[src/rtl/instr_encoder.sv]
// rtl/instr_encoder.sv - LEGv8 instruction packer with byte-address tagging and output FIFO.
// The instruction is encoded combinationally and lands in the FIFO on the accepting edge.
module instr_encoder #(
    parameter int AW         = 32,
    parameter int FIFO_DEPTH = 2
) (
    input  logic          clk,
    input  logic          rst,
    input  logic          in_valid,
    output logic          in_ready,
    input  logic [4:0]    in_op,
    input  logic [4:0]    in_rd,
    input  logic [4:0]    in_rn,
    input  logic [4:0]    in_rm,
    input  logic [31:0]   in_imm,
    input  logic          addr_load,
    input  logic [AW-1:0] addr_init,
    output logic          out_valid,
    input  logic          out_ready,
    output logic [31:0]   out_word,
    output logic [AW-1:0] out_addr,
    output logic          err,
    input  logic          err_clr
);

    localparam int PW = $clog2(FIFO_DEPTH);
    localparam int CW = $clog2(FIFO_DEPTH + 1);
    localparam logic [CW-1:0] FULL = CW'(FIFO_DEPTH);

    localparam logic [4:0] OP_ADD  = 5'd0,  OP_SUB  = 5'd1,  OP_AND  = 5'd2,  OP_ORR  = 5'd3;
    localparam logic [4:0] OP_EOR  = 5'd4,  OP_ADDI = 5'd5,  OP_SUBI = 5'd6,  OP_ANDI = 5'd7;
    localparam logic [4:0] OP_ORRI = 5'd8,  OP_EORI = 5'd9,  OP_LDUR = 5'd10, OP_STUR = 5'd11;
    localparam logic [4:0] OP_MOVZ = 5'd12, OP_CBZ  = 5'd13, OP_B    = 5'd14, OP_BL   = 5'd15;

    // True when imm is representable as an n-bit two's-complement value.
    function automatic logic fits(input logic [31:0] imm, input int n);
        logic [31:0] upper;
        upper = $unsigned($signed(imm) >>> (n - 1));
        return (upper == 32'h0) || (upper == 32'hFFFF_FFFF);
    endfunction

    logic [31:0]   mem_word [FIFO_DEPTH];
    logic [AW-1:0] mem_addr [FIFO_DEPTH];
    logic [PW-1:0] wr_ptr, rd_ptr, rd_next;
    logic [CW-1:0] count, count_next, cnt_after_pop;
    logic [AW-1:0] pc, entry_addr;
    logic [31:0]   enc_word;
    logic          bad, accept, push, pop;

    always_comb begin
        enc_word = 32'h0;
        bad      = 1'b0;
        case (in_op)
            OP_ADD:  enc_word = {11'b10001011000, in_rm, 6'b0, in_rn, in_rd};
            OP_SUB:  enc_word = {11'b11001011000, in_rm, 6'b0, in_rn, in_rd};
            OP_AND:  enc_word = {11'b10001010000, in_rm, 6'b0, in_rn, in_rd};
            OP_ORR:  enc_word = {11'b10101010000, in_rm, 6'b0, in_rn, in_rd};
            OP_EOR:  enc_word = {11'b11101010000, in_rm, 6'b0, in_rn, in_rd};
            OP_ADDI: begin enc_word = {10'b1001000100, in_imm[11:0], in_rn, in_rd}; bad = !fits(in_imm, 12); end
            OP_SUBI: begin enc_word = {10'b1101000100, in_imm[11:0], in_rn, in_rd}; bad = !fits(in_imm, 12); end
            OP_ANDI: begin enc_word = {10'b1001001000, in_imm[11:0], in_rn, in_rd}; bad = !fits(in_imm, 12); end
            OP_ORRI: begin enc_word = {10'b1011001000, in_imm[11:0], in_rn, in_rd}; bad = !fits(in_imm, 12); end
            OP_EORI: begin enc_word = {10'b1101001000, in_imm[11:0], in_rn, in_rd}; bad = !fits(in_imm, 12); end
            OP_LDUR: begin enc_word = {11'b11111000010, in_imm[8:0], 2'b00, in_rn, in_rd}; bad = !fits(in_imm, 9); end
            OP_STUR: begin enc_word = {11'b11111000000, in_imm[8:0], 2'b00, in_rn, in_rd}; bad = !fits(in_imm, 9); end
            OP_MOVZ: begin enc_word = {9'b110100101, in_imm[17:0], in_rd}; bad = !fits(in_imm, 18); end
            OP_CBZ:  begin enc_word = {8'b10110100, in_imm[18:0], in_rd}; bad = !fits(in_imm, 19); end
            OP_B:    begin enc_word = {6'b000101, in_imm[25:0]}; bad = !fits(in_imm, 26); end
            OP_BL:   begin enc_word = {6'b100101, in_imm[25:0]}; bad = !fits(in_imm, 26); end
            default: bad = 1'b1;
        endcase
    end

    assign in_ready   = (count != FULL);
    assign accept     = in_valid && in_ready;
    assign push       = accept && !bad;
    assign pop        = out_valid && out_ready;
    assign entry_addr = addr_load ? addr_init : pc;

    assign cnt_after_pop = count - CW'(pop);
    assign count_next    = cnt_after_pop + CW'(push);
    assign rd_next       = rd_ptr + PW'(pop);

    always_ff @(posedge clk) begin
        if (push) begin
            mem_word[wr_ptr] <= enc_word;
            mem_addr[wr_ptr] <= entry_addr;
        end
    end

    // out_word/out_addr are a registered copy of the head so they hold once the FIFO drains.
    always_ff @(posedge clk or posedge rst) begin
        if (rst) begin
            wr_ptr    <= '0;
            rd_ptr    <= '0;
            count     <= '0;
            out_valid <= 1'b0;
            out_word  <= 32'h0;
            out_addr  <= '0;
            pc        <= '0;
            err       <= 1'b0;
        end else begin
            count     <= count_next;
            rd_ptr    <= rd_next;
            out_valid <= (count_next != '0);
            if (push) begin
                wr_ptr <= wr_ptr + PW'(1);
            end
            if (push && (cnt_after_pop == '0)) begin
                out_word <= enc_word;
                out_addr <= entry_addr;
            end else if (cnt_after_pop != '0) begin
                out_word <= mem_word[rd_next];
                out_addr <= mem_addr[rd_next];
            end
            if (push) begin
                pc <= entry_addr + AW'(4);
            end else if (addr_load) begin
                pc <= addr_init;
            end
            if (accept && bad) begin
                err <= 1'b1;
            end else if (err_clr) begin
                err <= 1'b0;
            end
        end
    end

endmodule
[config.mk]
export PLATFORM = sky130hd
export DESIGN_NAME = instr_encoder
export DESIGN_NICKNAME = d
export VERILOG_FILES = /design/src/rtl/instr_encoder.sv
export SDC_FILE = /design/constraint.sdc
export NUM_CORES = 1
export LEC_CHECK = 0
export CAP_MARGIN = 20
export CELL_PAD_IN_SITES_DETAIL_PLACEMENT = 0
export CELL_PAD_IN_SITES_GLOBAL_PLACEMENT = 1
export CORE_MARGIN = 4
export CORE_UTILIZATION = 47
export DETAILED_ROUTE_END_ITERATION = 8
export HOLD_SLACK_MARGIN = 0.02
export PLACE_DENSITY_LB_ADDON = 0.1
export SETUP_SLACK_MARGIN = 0.5
export SYNTH_ARGS = -nofsm -noshare
export SYNTH_HDL_FRONTEND = slang
export SYNTH_SLANG_ARGS = --single-unit
[constraint.sdc]
create_clock -name clk -period 8.4 [get_ports clk]
set_input_delay 1.26 -clock clk [delete_from_list [all_inputs] [get_ports clk]]
set_output_delay 1.26 -clock clk [all_outputs]
set_load 0.01 [all_outputs]
[Word-level counts from Yosys, hierarchy flattened]
Memories as Yosys holds them, arrays and structs flattened.
Cells that the tools add are included.
Word-level totals
  bits of input ports: 90
  bits in registers: 102
  RAM bits: 128
  logic and storage cells: 79
  memories kept: 2
  output and inout port bits: 67
Cells by class
  add/sub/neg operators: 5
  multiplexer cells: 12
  reductions and logical operators: 31
  eq/ne operators: 21
Memory list
  mem_addr: words 2, bits a word 32, rd ports 1, clocked after Yosys merged registers in 0, write ports 1, RTL line 43  | logic [AW-1:0] mem_addr [FIFO_DEPTH];
  mem_word: words 2, bits a word 32, rd ports 1, clocked after Yosys merged registers in 0, write ports 1, RTL line 42  | logic [31:0] mem_word [FIFO_DEPTH];
Operators with widths (number)
  case mux 32 bit (16 select lines): 1
  2-to-1 mux 32 bit: 6
  equality test 32 bit, second input constant: 5
  zero test 32 bit: 5
  equality test 5 x 4 -> 1 bit, second input constant: 8
  adder 32 x 3 -> 32 bit, second input constant: 1
  equality test 5 x 3 -> 1 bit, second input constant: 4
  equality test 5 x 2 -> 1 bit, second input constant: 2
  OR reduction 5 bit: 2
  nonzero test 2 bit: 4
  zero test 1 bit: 6
  case mux 1 bit (6 select lines): 1
  equality test 5 x 1 -> 1 bit, second input constant: 1
  logical AND 1 bit: 5
  zero test 5 bit: 1
  logical OR 1 bit: 5
  2-to-1 mux 1 bit: 4
  OR reduction 2 bit: 2
  adder 2 x 1 -> 2 bit: 1
  zero test 2 bit: 1
  != test 2 bit, second input constant: 1
  subtractor 2 x 1 -> 2 bit: 1
  adder 1 bit: 1
  adder 1 bit, second input constant: 1

[Longest topological paths before layout]
Gate-level depths: netlist of run 1.
  depth after elaboration: 8
  mapped depth: 11
  gate-level depth less buffers: 9

[Least setup slack after synthesis of run 1]
No wires, ideal clock.
  kind: input to register
  from: in in_imm[30]
  to: mem mem_addr[0][0], enable pin
  library setup time: 487 ps
  data required time: 7913 ps
  stages: 6
  arrival time: 5265 ps
  buffers on the path: 0
  setup slack: 2649 ps
  path through: nand4_1 -> or4_1 -> a311o_1 -> o211ai_2 -> nand2_1 -> nor2_1
On the way
  cells in the longest elaborated chain, start to end: 8
  elaborated cells between the ends (all ways): 25
  those cells by class: eq/ne: 5; mux: 3; reduce/logical: 17
RTL lines
  start, declared: RTL line 15  | input logic [31:0] in_imm,
  equality test 32 bit or zero test 32 bit (tied branches): RTL line 39  | return (upper == 32'h0) || (upper == 32'hFFFF_FFFF);
  logical OR 1 bit: RTL line 39
  zero test 1 bit (on tied branches)
  case mux 1 bit (6 select lines) (*): RTL line 53  | case (in_op)
  zero test 1 bit (*): RTL line 76  | assign push = accept && !bad;
  logical AND 1 bit (*): RTL line 76
  2-to-1 mux 1 bit (*): RTL line 85  | if (push) begin
  2-to-1 mux 1 bit (not written as such) (*): RTL line 87  | mem_addr[wr_ptr] <= entry_addr;
  end, declared: RTL line 43
Every way passes the cells marked *; elsewhere a longest branch is shown, timed or not.

[Final worst setup path of run 1]
  from: in in_op[1]
  to: mem mem_addr[1][23], enable pin
On the way
  cells in the longest elaborated chain, start to end: 7
  elaborated cells between the ends (all ways): 25
  those cells by class: eq/ne: 15; mux: 3; reduce/logical: 7
RTL lines
  start, declared: RTL line 11  | input logic [4:0] in_op,
  equality test 5 x 4 -> 1 bit (tied with other cells): RTL line 53
  OR reduction 5 bit (no line) or OR reduction 2 bit (tied branches)
  case mux 1 bit (6 select lines) (*): RTL line 53
  zero test 1 bit (*): RTL line 76
  logical AND 1 bit (*): RTL line 76
  2-to-1 mux 1 bit (*): RTL line 85
  2-to-1 mux 1 bit (not written as such) (*): RTL line 87
Marks and branches as above.

==> flow_metrics.tcl, run 1 <==
set metrics [dict create \
    status "complete, no violations" \
    ys_async_sr_fraction_pct 44.3 \
    final-max-slew-violation-count 0 \
    start_util_pct 48.4 \
    min_delay_worst_endpoint "pc[1]" \
    antenna_cells 0 \
    synth_top_cell_area_share_pct 35.9 \
    grt_antenna_before_repair 0 \
    die_height_um 159 \
    worstHoldPathCells 1 \
    first_global_vias 7807 \
    fin_worst_skew_ns 0.00941 \
    fin_total_pwr_mw 4.34 \
    syn-num-nets 962 \
    timing.fmax_mhz 168 \
    clkLatencyLatePin_ns 0.51 \
    rsz_0062_raised_after_global_routing "no" \
    worst_pin_slew_ns 1.13 \
    cts-htree-levels 1 \
    synth_sequential_area_ratio_pct 59.7 \
    placed_cells 1242 \
    final_cells 1286 \
    hold_bufs_at_cts 0 \
    ant_nets 0 \
    hold_path.startpoint "pc[1]" \
    multi_input_comb_area_mm2 0.00403 \
    netlist_instances 869 \
    fp.dieW_um 159 \
    rr_endpoint "mem_addr[1][23]" \
    leading_post_synthesis_cells_by_cell_area "edfxtp_1, dfrtp_1, mux2i_1, mux2_2, o31ai_1" \
    die_area_mm2 0.0253 \
    drive_above_1_share_pct 9.94 \
    mappedNetlistArea_mm2 0.0107 \
    routed_wl_um 27800 \
    max_cap_viol_count 0 \
    place.port_buffers 156 \
    postCtsSetupBuffers 0 \
    numClockSinks 230 \
    detail_route.first_pass.iterations 5 \
    dp_worst_setup_slack_ns 1.97 \
    finalCriticalPeriod_ns 5.95 \
    detailedRoute.firstIterationViolations 555 \
    synth.largest_area_cell "edfxtp_1" \
    crit_path_end_kind "flip-flop" \
    synth-seq-cells 230 \
    ctsResizeCount 0 \
    worst_setup_path_start_kind "input port" \
    coreArea_mm2 0.0222 \
    crit_type "in -> reg" \
    cellPowerDensity_mw_per_mm2 327 \
    number_of_warnings_reported_in_the_yosys_synthesis_log 0 \
    postSynthAreaPerCell_um2 12.3 \
    via_count 7734 \
    clkTransAtPathRegs_ns 0.06 \
    hold_viol_final 0 \
    io_pins 157 \
    arrival_ns 6.09 \
    area_growth_syn_to_layout_pct 23.8 \
    max-vdd-ir-drop_uv 209 \
    route.detailed.vias_per_inst 6.01 \
    worstRegToRegCells 7 \
    power.static_leakage_nw 4.96 \
    timing.max_slew.rel_slack_pct 24.6 \
    cts_tree "built" \
    grt_remaining_overflow 0 \
    yosys.cell_types.count 57 \
    hold_class "reg -> reg" \
    grt_first_pass_wirelength_um 44200 \
    synth_enable_flop_cells 128 \
    setup_violations 0 \
    cts_buffer_depth 3 \
    final_critical_path_setup_slack_ns 2.45 \
    setup_total_negative_slack_ns 0 \
    ctsRootBufferMaster "clkbuf_16" \
    seq_area_mm2 0.00640 \
    layout_worst_path_cycle_share_pct 70.9 \
    routabilityCongestion 0.878 \
    site_row_count 54 \
    grt.total_usage_pct 21.3 \
    reg2reg_from "count[1]" \
    grt_start_max_net_pins 84 \
    tritoncts.num_buffers 25 \
    drc_errors 0 \
    filler_cells 1834 \
    finalNetCount 1082 \
    synth_flop_cell "edfxtp_1" \
    place.detailed.hpwl_um 17700 \
    critPathMaxFanout 39 \
    worst-r2r-setup-slack_ns 4.28 \
    wire_per_inst_um 21.6 \
    critPathRequiredTime_ns 8.54 \
]
placed cells by master (no fill, tap or decap), drive strengths merged, types with 25 or more instances in the layout:
cell,instances
clkdlybuf4s50,155
edfxtp,128
mux2,30
mux2i,72
o21ai,25
o22ai,45
a21oi,51
nand2,42
clkbuf,34
dfrtp,102
o31ai,43
flip-flops by register name, summed over array words and instances, names as in the netlist:
| signal | cells |
|---|---|
| mem_addr | 64 |
| mem_word | 64 |
| out_addr | 32 |
| out_word | 32 |
| pc | 32 |
| count | 2 |
| err | 1 |
| out_valid | 1 |
| rd_ptr | 1 |
| wr_ptr | 1 |
worst max-delay path: stages:
cell and delay, ns:
clkdlybuf4s50_1 0.89, and4b_1 0.62, a32oi_1 0.60, o21a_2 0.77
buf_4 0.53, and3_2 0.79, buf_4 0.56
kinds of logic after synthesis:
| family | synth area share, % |
|---|---|
| AO/OA/AOI/OAI | 15.6 |
| adder cells (fa/ha/maj) | 0.350 |
| multiplexers | 9.87 |
| flip-flops | 59.7 |
| buffers and inverters | 3.45 |
| XOR/XNOR | 2.70 |
| AND/OR/NAND/NOR | 8.38 |
power by group:
part           leakage, nW  internal, mW  switching (mW)  total (mW)
clock                0.398         0.648           0.427        1.07
combinational         2.19         0.776           0.879        1.66
sequential            2.37          1.48           0.132        1.61
routing by layer:
layer	share of wire, %	routed length [µm]	global-route usage [%]	vias up
li1	-	-	-	3618
met1	46	12700	30.7	3811
met2	46	12900	34.1	270
met3	6.4	1790	3.96	35
met4	1.6	432	4.62	0
met5	0	0	0	-
per-stage QoR:
step | util (%) | hold slack, ns | instance area, µm²
5_1_grt | 59.9 | 0.550 | 13300
4_1_cts | 59.9 | 0.534 | 13300
3_5_place_dp | 56.2 | 0.521 | 12500
2_1_floorplan | - | 0.460 | 10700
6_report | 59.9 | 0.533 | 13300
3_3_place_gp | 56.2 | 0.513 | 12500
synthesized netlist by cell type (all sizes together), types with 5 or more instances:
cell type	number
o21ai	25
a22o	6
xor2	18
or2	5
buf	16
nor4	9
nand4	16
mux2i	72
inv	13
o311a	5
a31oi	19
o31ai	43
edfxtp	128
nand2	42
o22ai	45
and3	6
a211oi	7
xnor2	15
dfrtp	102
nand3	18
a221o	7
mux2	30
or4	5
nor2	18
a21oi	51
clkbuf	58
a22oi	22
and2	6
nor3	21
layout make-up:
cell class	count	area share [%]
Sequential cell	230	48.2
Inverter	13	0.387
Clock inverter	10	0.745
Clock buffer	34	5.35
Timing Repair Buffer	167	12.4
Multi-Input combinational cell	552	30.3
Tap cell	280	2.64
how the worst max path moves through the flow:
stage / from / end / slack, ns / cells past startpoint
after floorplan: in_imm[30] / mem_addr[0][0] / 2.65 / 6
after global placement: in_op[1] / mem_word[1][0] / 2.09 / 7
after detailed placement: in_op[1] / mem_word[1][1] / 1.97 / 7
after CTS: in_op[1] / mem_addr[1][23] / 2.51 / 7
after global routing: in_op[1] / mem_addr[1][14] / 2.22 / 7
final: in_op[1] / mem_addr[1][23] / 2.45 / 7
Note: power is estimated with default switching activity, not from simulation.
==> run 2, diff against run 1 <==
Settings changed: CORE_UTILIZATION 47 to 44.
Clock period 8.4 ns to 5.5 ns, I/O delays scaled along.
==> run 2 against run 1 <==
Against the previous run:
- global-route usage fell by 0.60 points
- die area rose by 6.5%
- final cell count rose by 4.0%
- via count fell by 0.65%
- power rose by 53%
- register-to-register slack got worse by 1.5 ns
- sequential share of layout area fell by 0.50 points
- combinational power rose by 53%
- count of clock-buffer cells in the layout fell by 2
- first-iteration DRC count fell by 7.2%
- critical path type unchanged
- largest power group unchanged
==> flow_metrics.tcl, run 2 (synthesis gave the netlist of run 1 again) <==
set metrics [dict create \
    status "complete, no violations" \
    ant_nets 0 \
    layout_worst_path_cycle_share_pct 68.6 \
    hold_path.startpoint "mem_addr[1][18]" \
    max_cap_viol_count 0 \
    finalCriticalPeriod_ns 3.77 \
    grt_remaining_overflow 0 \
    worst_setup_path_start_kind "input port" \
    via_count 7684 \
    site_row_count 56 \
    detailedRoute.firstIterationViolations 515 \
    max-vdd-ir-drop_uv 293 \
    slowest_stage "clkdlybuf4s50_1" \
    timing.max_slew.rel_slack_pct 36.0 \
    path_common_cell "buf_4" \
    worst-r2r-setup-slack_ns 2.75 \
    critical_path.max_stage_delay_ns 0.65 \
    critPathMaxFanout 21 \
    arrival_ns 3.96 \
    grt_first_pass_wirelength_um 43900 \
    coreArea_mm2 0.0238 \
    cts_buffer_depth 3 \
    start_point_of_the_critical_path "in_op[2]" \
    wire_per_inst_um 21.0 \
    route.detailed.vias_per_inst 5.75 \
    numClockSinks 230 \
    ctsResizeCount 0 \
    cellPowerDensity_mw_per_mm2 494 \
    power.static_leakage_nw 5.00 \
    drive_above_1_share_pct 11.3 \
    fin_total_pwr_mw 6.63 \
    rr_endpoint "out_addr[15]" \
    grt.total_usage_pct 20.7 \
    commonest_non_fill_non_tap_cell_in_the_layout "clkdlybuf4s50_1" \
    ctsRootBufferMaster "clkbuf_16" \
    reg2reg_from "out_valid" \
    routabilityCongestion 0.858 \
    hold_class "reg -> reg" \
    clkLatencyLatePin_ns 0.51 \
    worstPathCellList "clkdlybuf4s50_1 -> nor4bb_2 -> buf_4 -> and2_1 -> a32oi_1 -> o21a_2 -> nand2_1 -> nor2_4 -> buf_4" \
    clkTransAtPathRegs_ns 0.06 \
    critPathRequiredTime_ns 5.69 \
    setup_violations 0 \
    hold_bufs_at_cts 0 \
    area_growth_syn_to_layout_pct 25.1 \
    grt_start_max_net_pins 70 \
    fin_worst_skew_ns 0.0125 \
    die_height_um 164 \
    detail_route.first_pass.iterations 7 \
    crit_type "in -> reg" \
    most-common-layout-cells "clkdlybuf4s50_1, edfxtp_1, dfrtp_1" \
    rsz_0062_raised_after_global_routing "no" \
    crit_path_end_kind "flip-flop" \
    registers_with_the_highest_flip_flop_counts "mem_addr x64, mem_word x64" \
    grt_antenna_before_repair 0 \
    routed_wl_um 28100 \
    final_critical_path_setup_slack_ns 1.73 \
    finalNetCount 1092 \
    dp_worst_setup_slack_ns 1.17 \
    cts-htree-levels 1 \
    final-max-slew-violation-count 0 \
    min_delay_worst_endpoint "out_addr[18]" \
    die_area_mm2 0.0269 \
    first_global_vias 7714 \
    io_pins 157 \
    place.port_buffers 156 \
    start_util_pct 45.1 \
    antenna_cells 0 \
    place.detailed.hpwl_um 18000 \
    timing.fmax_mhz 265 \
    tritoncts.num_buffers 25 \
    cts_tree "built" \
    drc_errors 0 \
    hold_viol_final 0 \
    setup_total_negative_slack_ns 0 \
    fp.dieW_um 164 \
    worst_pin_slew_ns 0.960 \
    postCtsSetupBuffers 0 \
    worstHoldPathCells 2 \
    worstRegToRegCells 8 \
]
-- run 2: report_power, final --
group          internal [mW]  switching, mW  total, mW
registers               2.26          0.209       2.47
clock network          0.934          0.682       1.62
logic                   1.20           1.34       2.54
total                   4.39           2.23       6.63
-- run 2: per-stage QoR --
step           std cells  util (%)  area [µm²]  hold WS [ns]
2_1_floorplan        869         -       10700         0.478
3_3_place_gp        1291      53.0       12600         0.514
3_5_place_dp        1291      53.0       12600         0.523
4_1_cts             1337      56.4       13400         0.535
5_1_grt             1337      56.4       13400         0.555
6_report            1337      56.4       13400         0.533
-- run 2: area by class of cell --
| class | count | area, µm² |
|---|---|---|
| multi-input cells | 552 | 4030 |
| clock buffers | 32 | 682 |
| well taps | 319 | 399 |
| clock inverters | 14 | 128 |
| inverters | 13 | 51.3 |
| flip-flops and latches | 230 | 6400 |
| fillers | 2062 | 10300 |
| repair buffers | 177 | 1730 |
-- run 2: worst max-delay path: cells and delay by family --
kind            cells  cell delay (ns)
buf+inv             3             1.24
compound gates      2             0.78
simple gates        4             1.08
-- run 2: worst max path at each step --
stage | end | slack, ns
finish | mem_addr[0][25] | 1.73
global route | mem_addr[0][25] | 1.48
CTS | mem_addr[0][17] | 1.72
detailed placement | mem_addr[0][26] | 1.17
global placement | mem_addr[0][27] | 1.26
floorplan | mem_addr[1][0] | 1.21
-- run 2: metal layers --
| metal | GRT usage (%) | vias to the layer above | wire [µm] |
|---|---|---|---|
| met5 | 0 | - | 0 |
| met4 | 4.69 | 0 | 617 |
| met3 | 3.64 | 47 | 1600 |
| met2 | 33.3 | 236 | 13100 |
| met1 | 29.7 | 3758 | 12800 |
| li1 | - | 3643 | - |
